`src/rtl/cpu_pkg.sv`:
```
// Shared core definitions: machine width, the canonical NOP encoding and
// the fetch-unit state encoding.
package cpu_pkg;

    localparam int XLEN = 32;
    localparam logic [XLEN-1:0] NOP_INSTR = 32'h0000_0013;

    typedef enum logic [2:0] {
        IDLE  = 3'd0,
        REQ   = 3'd1,
        WAIT  = 3'd2,
        HAND  = 3'd3,
        FAULT = 3'd4
    } fetch_state_e;

endpackage

```
`src/rtl/fetch_unit.sv`:
```
// Fetch stage: owns the architectural PC, fetches one instruction at a time
// and hands it to decode. The next PC arrives from branch resolution at retire.
//
// Handshakes: imem_req transfers on an edge where imem_req_valid && imem_req_ready.
// instr transfers (retires) on an edge where instr_valid && instr_ready. While
// valid is high, the payload stays stable until the transfer.
module fetch_unit
    import cpu_pkg::*;
#(
    parameter logic [XLEN-1:0] RESET_PC = 32'h0000_0000
) (
    input  logic            clk,
    input  logic            rst_n,
    output logic            imem_req_valid,
    input  logic            imem_req_ready,
    output logic [XLEN-1:0] imem_req_addr,
    input  logic            imem_rsp_valid,
    input  logic [XLEN-1:0] imem_rsp_data,
    output logic            instr_valid,
    input  logic            instr_ready,
    output logic [XLEN-1:0] instr,
    output logic [XLEN-1:0] pc,
    output logic [XLEN-1:0] pc4,
    input  logic [XLEN-1:0] next_pc,
    output logic            fetch_fault,
    output logic [XLEN-1:0] retire_count
);

    fetch_state_e state_q;
    fetch_state_e state_d;
    logic         retire;
    logic         next_pc_aligned;

    assign next_pc_aligned = (next_pc[1:0] == 2'b00);
    assign pc4             = pc + 32'd4;
    assign imem_req_addr   = pc;

    always_ff @(posedge clk) begin
        if (!rst_n) begin
            state_q <= IDLE;
        end else begin
            state_q <= state_d;
        end
    end

    always_comb begin
        state_d        = state_q;
        imem_req_valid = 1'b0;
        instr_valid    = 1'b0;
        retire         = 1'b0;
        case (state_q)
            IDLE: begin
                state_d = REQ;
            end
            REQ: begin
                imem_req_valid = 1'b1;
                if (imem_req_ready) begin
                    state_d = WAIT;
                end
            end
            WAIT: begin
                if (imem_rsp_valid) begin
                    state_d = HAND;
                end
            end
            HAND: begin
                instr_valid = 1'b1;
                if (instr_ready) begin
                    retire  = 1'b1;
                    state_d = next_pc_aligned ? REQ : FAULT;
                end
            end
            FAULT: begin
                state_d = FAULT;
            end
            default: begin
                state_d = IDLE;
            end
        endcase
    end

    // A misaligned target still retires the current instruction, but the PC
    // is left pointing at it so the faulting retire can be diagnosed.
    always_ff @(posedge clk) begin
        if (!rst_n) begin
            pc           <= RESET_PC;
            instr        <= NOP_INSTR;
            fetch_fault  <= 1'b0;
            retire_count <= '0;
        end else begin
            if (state_q == WAIT && imem_rsp_valid) begin
                instr <= imem_rsp_data;
            end
            if (retire) begin
                retire_count <= retire_count + 32'd1;
                if (next_pc_aligned) begin
                    pc <= next_pc;
                end else begin
                    fetch_fault <= 1'b1;
                end
            end
        end
    end

endmodule

```
`config.mk`:
```
export PLATFORM = sky130hd
export DESIGN_NAME = fetch_unit
export DESIGN_NICKNAME = d
export VERILOG_FILES = /design/src/rtl/cpu_pkg.sv /design/src/rtl/fetch_unit.sv
export SDC_FILE = /design/constraint.sdc
export NUM_CORES = 1
export LEC_CHECK = 0
export ABC_AREA = 1
export BUFFER_PORTS_ARGS = -buffer_cell sky130_fd_sc_hd__buf_2
export CORE_ASPECT_RATIO = 0.75
export CORE_MARGIN = 2
export CORE_UTILIZATION = 28
export CTS_CLUSTER_DIAMETER = 80
export DETAILED_ROUTE_END_ITERATION = 10
export PLACE_DENSITY = 0.63
export REMOVE_ABC_BUFFERS = 1
export SYNTH_ARGS = -nofsm -noshare
export SYNTH_HDL_FRONTEND = slang
export SYNTH_SLANG_ARGS = --single-unit
```
`constraint.sdc`:
```
create_clock -name clk -period 3.3 [get_ports clk]
set_clock_uncertainty 0.15 [all_clocks]
set_input_delay 0.66 -clock clk [delete_from_list [all_inputs] [get_ports clk]]
set_output_delay 0.66 -clock clk [all_outputs]
set_load 0.005 [all_outputs]
```
==> flow_summary_export.csv <==
group,metric,value,unit
yosys,synth_area_leaders,"dfxtp_1, nor2_1, nand2_1",
yosys,synth.distinct_cells,28,
floorplan,die_y,122,µm
power_and_ir_drop,switching_share,27.3,%
sta,relSlewSlack,33.0,%
sta,fin_crit,2990,ps
place,place_hpwl,12200,µm
run,drv_cap,0,
global_route,gr-total-overflow,0,
sta,max_freq,0.334,GHz
power_and_ir_drop,intPower,0.00192,W
hold_path,hold_depth,2,
place,place.gp.congestion,0.883,
global_route,grt_pass1_wl,26200,µm
yosys,synth_top_area_share,38.7,%
route,final_antenna_net_count,0,
worst_setup_path,worst_ep_required_time,2490,ps
sta,tns,0,ps
sta,slew_violations,0,
worst_setup_path,critPathSlowestCell,"dfxtp_1",
sta,rsz0062_at_grt,"false",
clock_network,ctsLongestPathBuffers,2,
clock_network,worstSkewPairLatency,340,ps
power_and_ir_drop,leakage,3.31,nW
yosys,netlist_area,5170,µm²
clock_network,cts_hold_buffers,0,
worst_setup_path,end_kind,"output pin",
floorplan,design.portCount,232,
worst_setup_path,cp-start-kind,"register",
yosys,async_flop_share,0,%
final_layout,final_cells,1214,
worst_setup_path,r2r_setup_slack,1140,ps
floorplan,rows,43,
place,post-place-ws,692,ps
global_route,grt_max_degree,85,
yosys,syn-instance-count,772,
final_layout,fin_util,36.0,%
yosys,synth-main-ff-cell,"dfxtp_1",
route,viasPerCell,4.52,
clock_network,clk_pin_slew,70,ps
route,drtIter0Drc,467,
yosys,synth-seq-area-share,38.7,%
sta,setup_slack,308,ps
global_route,grt_pass1_vias,4946,
yosys,synth_seq_cells,100,
clock_network,post_cts_buffers,0,
status,status,"finished, final reports clean",
power_and_ir_drop,seq_power_share,50.1,%
worst_setup_path,critical_path_arrival,2180,ps
final_layout,area_growth,27.3,%
final_layout,fin_nets,1032,
power_and_ir_drop,vdd_ir_drop_max,222,µV
floorplan,die_x,161,µm
yosys,synth_edf_count,0,
worst_setup_path,critPathMaxStageDelay,400,ps
place,dpl_cell_area,6320,µm²
global_route,grt_usage,16.7,%
route,num_vias,5485,
sta,worst_slew_pin_slew,1000,ps
clock_network,cts_tree,"yes",
yosys,synth_warnings,0,
power_and_ir_drop,p_clk_share,38.1,%
clock_network,cts_buffers,9,
worst_setup_path,crit_type,"register to output pin",
floorplan,die-area,19600,µm²
clock_network,cts.sinks,100,
power_and_ir_drop,combPwrFrac,11.8,%
floorplan,core_area,18300,µm²
route,routed_wl,16300,µm
worst_setup_path,crit_fanout,6,
sta,finalSetupViolCount,0,
hold_path,min_path_type,"register to register",
power_and_ir_drop,p_switching,0.000719,W
place,placed_cells,1197,
clock_network,cts_max_level,3,
route,wl_per_cell,13.4,µm
global_route,antenna_found_initial,1,
sta,hold_violations,0,
final_layout,fin_area,6590,µm²
worst_setup_path,r2r-end,"instr[12]",
worst_setup_path,r2r_cells,7,
clock_network,ctsResizeCount,0,
clock_network,root_buffer,"clkbuf_16",
yosys,synth.avg_cell_area,6.70,µm²
floorplan,initial_core_util,28.3,%
final_layout,drive_above_1_share,27.7,%
worst_setup_path,r2r_start,"state_q[2]",
place,io_buffers,231,
route,drc_errors,0,
route,drt-pass1-iter-count,5,
sta,fin_crit_sh,90.7,%
hold_path,worstHoldStart,"instr[1]",
power_and_ir_drop,power_per_cell_area,400,nW/µm²
worst_setup_path,cp_cell_sequence,"ha_1, nand2_1, inv_1, nand3_1, nor2_2, nand4_1, o21ai_0, nand2_1, buf_2",
worst_setup_path,cpMostUsedCell,"nand2_1",
yosys,synth_top_area_cell,"dfxtp_1",
hold_path,holdPathEnd,"instr[1]",
-- metal layers --
layer	share of wire (%)	vias to the layer above	global-route usage [%]	routed length, µm
met3	7.8	14	4.26	1270
met2	42	191	25.6	6890
met1	49	2465	23.4	7920
met5	0	-	0	0
li1	-	2815	-	-
met4	1.5	0	4.19	244
-- worst max path at each step --
stage,start,to
2_1_floorplan,imem_rsp_valid,instr[10]
3_3_place_gp,imem_req_addr[3],pc4[28]
3_5_place_dp,imem_req_addr[3],pc4[28]
4_1_cts,imem_req_addr[3],pc4[28]
5_1_grt,imem_req_addr[3],pc4[28]
6_report,imem_req_addr[3],pc4[28]
-- cell usage after synthesis (2+ instances only) --
cell,number
nor2_4,2
nor2_1,184
nor2_2,8
nand2_1,126
buf_1,2
a31oi_1,2
nor3_1,19
inv_1,74
nand3_1,44
buf_4,35
ha_1,2
o21ai_1,3
xnor2_1,12
xor2_1,13
nand3b_1,5
nor3_2,5
a21oi_1,22
clkbuf_1,14
dfxtp_1,100
nand4_1,20
buf_2,6
o21ai_0,68
-- registers in the layout (all words and copies together), names as in the netlist --
register       cells
imem_req_addr     32
instr             32
retire_count      32
state_q            3
fetch_fault        1
-- power groups by stage --
stage	sequential [W]	clock, W	combinational [W]
finish	0.00132	0.00101	0.000311
global route	0.00133	0.00110	0.000357
CTS	0.00132	0.00104	0.000315
detailed placement	0.00135	0	0.000315
global placement	0.00135	0	0.000312
floorplan	0.00135	0	0.000130
-- kinds of logic after synthesis --
logic type | count (synthesis) | share of synthesized area [%]
simple gates | 417 | 35.0
buf+inv | 132 | 12.3
flops | 100 | 38.7
compound gates | 96 | 9.38
xor+xnor | 25 | 4.23
fa+ha+maj | 2 | 0.483
-- critical path, delay by kind of cell, from the launching register on --
family	cells	cell delay, ps
AND/OR/NAND/NOR	5	780
AO/OA/AOI/OAI	1	230
buffers and inverters	2	220
adder cells (fa/ha/maj)	1	190
flip-flops	1	400
-- area by class of cell --
cell class,instances,area (µm²)
Timing Repair Buffer,235,1190
Clock buffer,11,233
Antenna cell,1,2.50
Tap cell,247,309
Sequential cell,100,2000
Fill cell,2038,11700
Inverter,75,282
Clock inverter,5,36.3
Multi-Input combinational cell,540,2540
-- placed cells by master (no fill, tap or decap), types with 2 or more instances in the layout --
cell type | synthesis | routed
buf_4 | 35 | 4
o21ai_1 | 3 | 3
nor2_4 | 2 | 2
ha_1 | 2 | 2
a31oi_1 | 2 | 2
nor3_2 | 5 | 5
clkbuf_16 | 0 | 9
inv_1 | 74 | 74
xnor2_1 | 12 | 12
buf_2 | 6 | 231
a21oi_1 | 22 | 22
o21ai_0 | 68 | 68
nand2_1 | 126 | 126
nand3b_1 | 5 | 5
dfxtp_1 | 100 | 100
xor2_1 | 13 | 13
nor3_1 | 19 | 19
nor2_2 | 8 | 8
nand3_1 | 44 | 44
clkinvlp_4 | 0 | 3
clkbuf_1 | 14 | 2
nor2_1 | 184 | 184
nand4_1 | 20 | 20
-- per-stage QoR --
| stage | hold slack [ps] | power (W) |
|---|---|---|
| floorplan | 297 | 0.00148 |
| global placement | 287 | 0.00166 |
| detailed placement | 292 | 0.00166 |
| CTS | 313 | 0.00268 |
| global route | 346 | 0.00279 |
| finish | 310 | 0.00264 |
No activity file was read; power rests on OpenSTA's default activity.
